### config.mk
export PLATFORM = sky130hd
export DESIGN_NAME = datapath_ctrl
export DESIGN_NICKNAME = d
export VERILOG_FILES = /design/src/rtl/datapath_ctrl_pkg.sv /design/src/rtl/datapath_ctrl_decode.sv /design/src/rtl/datapath_ctrl.sv
export SDC_FILE = /design/constraint.sdc
export NUM_CORES = 1
export LEC_CHECK = 0
export ABC_AREA = 1
export CORE_UTILIZATION = 28
export DETAILED_ROUTE_END_ITERATION = 12
export PLACE_DENSITY_LB_ADDON = 0.12
export SYNTH_ARGS = -nofsm -noshare
export SYNTH_HDL_FRONTEND = slang
export SYNTH_SLANG_ARGS = --single-unit
### constraint.sdc
create_clock -name clk -period 4.1 [get_ports clk]
set_input_delay 1.025 -clock clk [delete_from_list [all_inputs] [get_ports clk]]
set_output_delay 1.025 -clock clk [all_outputs]
set_load 0.01 [all_outputs]
### src/rtl/datapath_ctrl_pkg.sv
// datapath_ctrl_pkg: FS codes, Y mux encodings, MIPS opcode/funct constants,
// controller state type and the per-cycle control word shared by the controller files.
package datapath_ctrl_pkg;
    localparam logic [4:0] FS_ADD = 5'h02, FS_ADDU = 5'h03, FS_SUB = 5'h04, FS_SUBU = 5'h05;
    localparam logic [4:0] FS_AND = 5'h08, FS_OR = 5'h09, FS_XOR = 5'h0A, FS_NOR = 5'h0B;
    localparam logic [4:0] FS_SLL = 5'h0C, FS_SRL = 5'h0D, FS_MUL = 5'h1E, FS_DIV = 5'h1F;
    localparam logic [2:0] Y_ALU = 3'b000, Y_LO = 3'b001, Y_HI = 3'b010, Y_DY = 3'b011, Y_PC = 3'b100;
    localparam logic [5:0] OP_RTYPE = 6'h00, OP_JAL = 6'h03, OP_ADDI = 6'h08;
    localparam logic [5:0] OP_ANDI = 6'h0C, OP_ORI = 6'h0D, OP_LUI = 6'h0F;
    localparam logic [5:0] FN_SLL = 6'h00, FN_SRL = 6'h02, FN_MFHI = 6'h10, FN_MFLO = 6'h12;
    localparam logic [5:0] FN_MULT = 6'h18, FN_DIV = 6'h1A, FN_ADD = 6'h20, FN_ADDU = 6'h21;
    localparam logic [5:0] FN_SUB = 6'h22, FN_SUBU = 6'h23, FN_AND = 6'h24, FN_OR = 6'h25;
    localparam logic [5:0] FN_XOR = 6'h26, FN_NOR = 6'h27;

    typedef enum logic [1:0] {S_IDLE, S_EXEC, S_WB_HI, S_WB_LO} state_t;

    typedef struct packed {
        logic [4:0]  s_addr;
        logic [4:0]  t_addr;
        logic [4:0]  d_addr;
        logic        d_en;
        logic        t_sel;
        logic [31:0] dt;
        logic [31:0] dy;
        logic [2:0]  y_sel;
        logic        hilo_ld;
        logic [4:0]  fs;
    } ctrl_t;

    // {valid, fs} for the single-cycle R-type ALU functs
    function automatic logic [5:0] alu_fs(input logic [5:0] fn);
        case (fn)
            FN_ADD:  return {1'b1, FS_ADD};
            FN_ADDU: return {1'b1, FS_ADDU};
            FN_SUB:  return {1'b1, FS_SUB};
            FN_SUBU: return {1'b1, FS_SUBU};
            FN_AND:  return {1'b1, FS_AND};
            FN_OR:   return {1'b1, FS_OR};
            FN_XOR:  return {1'b1, FS_XOR};
            FN_NOR:  return {1'b1, FS_NOR};
            FN_SLL:  return {1'b1, FS_SLL};
            FN_SRL:  return {1'b1, FS_SRL};
            default: return 6'd0;
        endcase
    endfunction
endpackage

### src/rtl/datapath_ctrl_decode.sv
// instr_decode: combinational map from the instruction register to the EXEC-cycle
// control word plus mul/div, illegal and flag-update indications.
module instr_decode
    import datapath_ctrl_pkg::*;
(
    input  logic [31:0] i_ir,
    output ctrl_t       o_ctrl,
    output logic        o_muldiv,
    output logic        o_illegal,
    output logic        o_flag_upd
);
    logic [5:0]  w_op, w_fn, w_alu;
    logic [4:0]  w_rs, w_rt, w_rd, w_sh;
    logic [15:0] w_imm;
    logic        w_shift, w_wr;
    ctrl_t       w_c;

    assign w_op    = i_ir[31:26];
    assign w_rs    = i_ir[25:21];
    assign w_rt    = i_ir[20:16];
    assign w_rd    = i_ir[15:11];
    assign w_sh    = i_ir[10:6];
    assign w_fn    = i_ir[5:0];
    assign w_imm   = i_ir[15:0];
    assign w_alu   = alu_fs(w_fn);
    assign w_shift = (w_fn == FN_SLL) || (w_fn == FN_SRL);

    // the all-zero word is a NOP and leaves every control at zero
    always_comb begin
        w_c        = '0;
        w_wr       = 1'b0;
        o_muldiv   = 1'b0;
        o_illegal  = 1'b0;
        o_flag_upd = 1'b0;
        if (i_ir != 32'd0)
            case (w_op)
                OP_RTYPE:
                    if (w_alu[5] && !(w_shift && w_sh != 5'd1)) begin
                        w_c.s_addr = w_rs;
                        w_c.t_addr = w_rt;
                        w_c.d_addr = w_rd;
                        w_c.t_sel  = 1'b1;
                        w_c.y_sel  = Y_ALU;
                        w_c.fs     = w_alu[4:0];
                        w_wr       = 1'b1;
                        o_flag_upd = 1'b1;
                    end else if (w_fn == FN_MFHI || w_fn == FN_MFLO) begin
                        w_c.d_addr = w_rd;
                        w_c.y_sel  = (w_fn == FN_MFHI) ? Y_HI : Y_LO;
                        w_wr       = 1'b1;
                    end else if (w_fn == FN_MULT || w_fn == FN_DIV) begin
                        w_c.s_addr  = w_rs;
                        w_c.t_addr  = w_rt;
                        w_c.t_sel   = 1'b1;
                        w_c.hilo_ld = 1'b1;
                        w_c.fs      = (w_fn == FN_MULT) ? FS_MUL : FS_DIV;
                        o_muldiv    = 1'b1;
                    end else
                        o_illegal = 1'b1;
                OP_ADDI, OP_ANDI, OP_ORI: begin
                    w_c.s_addr = w_rs;
                    w_c.d_addr = w_rt;
                    w_c.fs     = (w_op == OP_ADDI) ? FS_ADD : (w_op == OP_ANDI) ? FS_AND : FS_OR;
                    w_c.dt     = (w_op == OP_ADDI) ? {{16{w_imm[15]}}, w_imm} : {16'd0, w_imm};
                    w_wr       = 1'b1;
                    o_flag_upd = 1'b1;
                end
                OP_LUI: begin
                    w_c.y_sel  = Y_DY;
                    w_c.dy     = {w_imm, 16'd0};
                    w_c.d_addr = w_rt;
                    w_wr       = 1'b1;
                end
                OP_JAL: begin
                    w_c.y_sel  = Y_PC;
                    w_c.d_addr = 5'd31;
                    w_wr       = 1'b1;
                end
                default: o_illegal = 1'b1;
            endcase
        w_c.d_en = w_wr && (w_c.d_addr != 5'd0);
    end

    assign o_ctrl = w_c;
endmodule

### src/rtl/datapath_ctrl.sv
// datapath_ctrl: valid/ready instruction sequencer driving integer_datapath controls;
// single-cycle ALU ops, three-cycle MULT/DIV with HI then LO writeback, latched ALU flags.
module datapath_ctrl
    import datapath_ctrl_pkg::*;
(
    input  logic        clk,
    input  logic        reset,
    input  logic        instr_valid,
    input  logic [31:0] instr,
    output logic        instr_ready,
    input  logic        C,
    input  logic        N,
    input  logic        V,
    input  logic        Z,
    output logic [4:0]  S_Addr,
    output logic [4:0]  T_Addr,
    output logic [4:0]  D_Addr,
    output logic        D_en,
    output logic        T_sel,
    output logic [31:0] DT,
    output logic [31:0] DY,
    output logic [2:0]  Y_sel,
    output logic        HILO_ld,
    output logic [4:0]  FS,
    output logic [3:0]  flags,
    output logic        err
);
    state_t      r_state, w_next;
    logic [31:0] r_ir;
    logic [3:0]  r_flags;
    logic [4:0]  w_rd;
    ctrl_t       w_dec, w_ctrl;
    logic        w_muldiv, w_illegal, w_flag_upd;

    instr_decode u_dec (
        .i_ir       (r_ir),
        .o_ctrl     (w_dec),
        .o_muldiv   (w_muldiv),
        .o_illegal  (w_illegal),
        .o_flag_upd (w_flag_upd)
    );

    assign w_rd = r_ir[15:11];

    always_ff @(posedge clk or negedge reset) begin
        if (!reset) begin
            r_state <= S_IDLE;
            r_ir    <= '0;
            r_flags <= '0;
        end else begin
            r_state <= w_next;
            if (r_state == S_IDLE && instr_valid)
                r_ir <= instr;
            if (r_state == S_EXEC && w_flag_upd)
                r_flags <= {C, N, V, Z};
        end
    end

    // HI lands in rd+1 (wrapping), LO in rd; a wrap onto R0 suppresses the write
    always_comb begin
        w_next = r_state;
        w_ctrl = '0;
        case (r_state)
            S_IDLE: w_next = instr_valid ? S_EXEC : S_IDLE;
            S_EXEC: begin
                w_ctrl = w_dec;
                w_next = w_muldiv ? S_WB_HI : S_IDLE;
            end
            S_WB_HI: begin
                w_ctrl.y_sel  = Y_HI;
                w_ctrl.d_addr = w_rd + 5'd1;
                w_ctrl.d_en   = (w_rd != 5'd31);
                w_next        = S_WB_LO;
            end
            S_WB_LO: begin
                w_ctrl.y_sel  = Y_LO;
                w_ctrl.d_addr = w_rd;
                w_ctrl.d_en   = (w_rd != 5'd0);
                w_next        = S_IDLE;
            end
        endcase
    end

    assign instr_ready = (r_state == S_IDLE);
    assign err         = (r_state == S_EXEC) && w_illegal;
    assign S_Addr      = w_ctrl.s_addr;
    assign T_Addr      = w_ctrl.t_addr;
    assign D_Addr      = w_ctrl.d_addr;
    assign D_en        = w_ctrl.d_en;
    assign T_sel       = w_ctrl.t_sel;
    assign DT          = w_ctrl.dt;
    assign DY          = w_ctrl.dy;
    assign Y_sel       = w_ctrl.y_sel;
    assign HILO_ld     = w_ctrl.hilo_ld;
    assign FS          = w_ctrl.fs;
    assign flags       = r_flags;
endmodule

==> flow_metrics.tcl <==
set metrics [dict create \
    num_vias 2839 \
    drt-wirelength-per-cell_um 14.3 \
    tritoncts_clock_tree "yes" \
    finalWirelength_um 8780 \
    worstSkewPairLatency_ns 0.29 \
    critPathLaunchType "flop" \
    critPathCaptureType "output port" \
    grt_util_overall_pct 17.8 \
    worst_hold_depth 2 \
    crit-reg2reg-launch "r_state[0]" \
    final_common_cell "sky130_fd_sc_hd__clkdlybuf4s50_1" \
    leakagePower_nw 1.69 \
    grt_max_degree 39 \
    timing.setup.critical_path_class "flop to output port" \
    holdCritStartpoint "flags[1]" \
    report.final.hold_viol_count 0 \
    fmaxAchievable_mhz 268 \
    grt_first_pass_wirelength_um 13800 \
    required_ns 3.07 \
    post-route-min-period_ns 3.73 \
    min-delay-path-class "flop to flop" \
    cts.path.max_buffers 2 \
    slew_violations 0 \
    vdd_ir_drop_max_mv 0.143 \
    cts.hold.buffers_added 0 \
    ys_seq_area_share_pct 35.0 \
    timing.max_slew.rel_slack_pct 41.6 \
    finalCritPeriodShare_pct 91.0 \
    final-seq-area_um2 951 \
    grt_overflow 0 \
    reg2regPathDepth 5 \
    drc 0 \
    rsz0062_at_grt "false" \
    antenna_violating_nets_left 0 \
    drt_pass1_iterations 4 \
    number_of_filler_cells_placed_in_the_layout 962 \
    start_util_pct 29.1 \
    cts_buffers 5 \
    max-cap-violations 0 \
    timing.critical_path.arrival_ns 2.70 \
    cts-resized-gates 0 \
    regToRegSetupSlack_ns 2.18 \
    port_buffers 118 \
    synth_cell_types 31 \
    drt-initial-drc-count 153 \
    r2r-end "r_ir[15]" \
    status "finished clean" \
    grt_antenna_before_repair 0 \
    cts_root_buf "sky130_fd_sc_hd__clkbuf_8" \
    design.final.nets 525 \
    area_growth_pct 45.1 \
    setup_tns_ns 0 \
    syn_avg_cell_area_um2 7.06 \
    first_global_vias 2639 \
    clock_sink_count 38 \
    power-per-cell-area_nw_per_um2 286 \
    io-pin-count 135 \
    dpl-instance-area_um2 3850 \
    die-width_um 100 \
    avgViaCountPerCell 4.63 \
    place_hpwl_um 6890 \
    multi_input_comb_area_um2 1370 \
    gp_congestion 0.861 \
    clock_skew_ns 0.00306 \
    syn-instance-count 385 \
    hold_path_end "flags[1]" \
    fp.dieH_um 100 \
    final_layout_size_suffix_gt1_share_pct 8.26 \
    most-common-layout-cells "117 x sky130_fd_sc_hd__clkdlybuf4s50_1, 62 x sky130_fd_sc_hd__nor2_1, 46 x sky130_fd_sc_hd__nand2_1, 41 x sky130_fd_sc_hd__nor3_1, 40 x sky130_fd_sc_hd__a21oi_1" \
    synth.cell_area_um2 2720 \
    synth.ff_latch_count 38 \
    cts-htree-levels 2 \
    clkTransAtPathRegs_ns 0.08 \
    fin_area_um2 3940 \
    floorplan.die_area_um2 10100 \
    timing.final.setup_violations 0 \
    fp-row-count 35 \
    num_antenna_cells 0 \
    yosys_warnings 0 \
    transition_time_at_the_pin_with_the_least_slew_margin_ns 0.876 \
    floorplan.core_area_um2 9330 \
    path_max_fanout 17 \
    total_setup_buffers_inserted_after_cts 0 \
]
-- logic make-up after synthesis --
family	after synthesis	synth area share [%]
and+or+nand+nor	196	33.9
buffers and inverters	88	16.7
AOI/OAI and AO/OA	54	10.8
DFF	38	35.0
muxes	4	1.66
adders and majority gates	3	1.38
other	1	0.138
xor gates and xnor gates	1	0.322
-- cell type report --
cell class                 count  area share (%)
clock buffer                   6            2.10
clock inverter                 2           0.317
inverter                      42            4.00
multi-input combinational    274            34.8
sequential                    38            24.1
tap                          129            4.10
timing repair buffer         122            30.6
-- state kept, by name (all words and copies together) (netlist names), named ones only --
signal / flops
r_state: 1
flags: 4
r_ir: 32
-- metrics by stage --
stage / cells / hold slack, ns / util, % / setup slack (ns) / power [mW]
2_1_floorplan: 400 / 0.492 / - / 1.26 / 0.696
3_3_place_gp: 605 / 0.461 / 41.2 / 0.714 / 0.858
3_5_place_dp: 605 / 0.461 / 41.2 / 0.672 / 0.857
4_1_cts: 613 / 0.482 / 42.3 / 0.361 / 1.15
5_1_grt: 613 / 0.507 / 42.3 / 0.204 / 1.20
6_report: 613 / 0.476 / 42.3 / 0.371 / 1.13
-- power breakdown --
| part | internal (mW) | switching [mW] | total, mW |
|---|---|---|---|
| Clock | 0.136 | 0.149 | 0.284 |
| Combinational | 0.154 | 0.198 | 0.352 |
| Sequential | 0.437 | 0.0559 | 0.493 |
-- Yosys cell counts --
cell | count | area share, %
sky130_fd_sc_hd__nor2_1 | 62 | 8.6
sky130_fd_sc_hd__nand2_1 | 47 | 6.5
sky130_fd_sc_hd__nor3_1 | 41 | 7.6
sky130_fd_sc_hd__a21oi_1 | 40 | 7.4
sky130_fd_sc_hd__dfrtp_1 | 38 | 35
sky130_fd_sc_hd__inv_1 | 34 | 4.7
sky130_fd_sc_hd__buf_4 | 32 | 8.8
sky130_fd_sc_hd__nand3_1 | 21 | 3.9
sky130_fd_sc_hd__clkbuf_1 | 8 | 1.1
sky130_fd_sc_hd__nand4_1 | 8 | 1.8
sky130_fd_sc_hd__inv_2 | 7 | 0.97
sky130_fd_sc_hd__o21ai_0 | 7 | 1.3
sky130_fd_sc_hd__mux2_2 | 4 | 1.7
sky130_fd_sc_hd__nor2_2 | 4 | 0.92
sky130_fd_sc_hd__nor2_4 | 4 | 1.7
sky130_fd_sc_hd__buf_1 | 3 | 0.41
sky130_fd_sc_hd__buf_2 | 3 | 0.55
sky130_fd_sc_hd__ha_1 | 3 | 1.4
sky130_fd_sc_hd__nand2_2 | 3 | 0.69
sky130_fd_sc_hd__nor4_1 | 3 | 0.69
sky130_fd_sc_hd__a41oi_1 | 2 | 0.64
sky130_fd_sc_hd__o211ai_1 | 2 | 0.55
sky130_fd_sc_hd__a21oi_2 | 1 | 0.32
sky130_fd_sc_hd__clkinv_1 | 1 | 0.14
sky130_fd_sc_hd__conb_1 | 1 | 0.14
sky130_fd_sc_hd__nand2_4 | 1 | 0.41
sky130_fd_sc_hd__nand4_2 | 1 | 0.46
sky130_fd_sc_hd__nand4_4 | 1 | 0.78
sky130_fd_sc_hd__o211a_1 | 1 | 0.37
sky130_fd_sc_hd__o31ai_1 | 1 | 0.28
sky130_fd_sc_hd__xor2_1 | 1 | 0.32
-- worst max-delay path by stage --
stage               start  endpoint  slack [ns]  cells past startpoint
3_5_place_dp     r_ir[31]      D_en        0.67                     10
5_1_grt          r_ir[31]      D_en        0.20                     10
3_3_place_gp     r_ir[31]      D_en        0.71                     10
6_report         r_ir[31]      D_en        0.37                     10
4_1_cts          r_ir[31]      D_en        0.36                     10
2_1_floorplan  r_state[0]    DT[17]        1.26                      6
-- worst max-delay path: stages, from the launching register on --
cell	delay (ns)
sky130_fd_sc_hd__dfrtp_1	0.43
sky130_fd_sc_hd__nor2_4	0.20
sky130_fd_sc_hd__nand4_2	0.41
sky130_fd_sc_hd__nand3_1	0.38
sky130_fd_sc_hd__a21oi_1	0.10
sky130_fd_sc_hd__nand2_1	0.12
sky130_fd_sc_hd__inv_1	0.05
sky130_fd_sc_hd__nand3_1	0.07
sky130_fd_sc_hd__nand2_1	0.06
sky130_fd_sc_hd__nand2_1	0.06
sky130_fd_sc_hd__clkdlybuf4s50_1	0.53
-- per-layer routing --
layer | share of wire, % | track usage [%]
met1 | 46 | 23.3
met2 | 45 | 28.8
met3 | 8.0 | 5.27
met4 | 0.83 | 4.12
met5 | 0 | 0
Note: power is estimated with default switching activity, not from simulation.
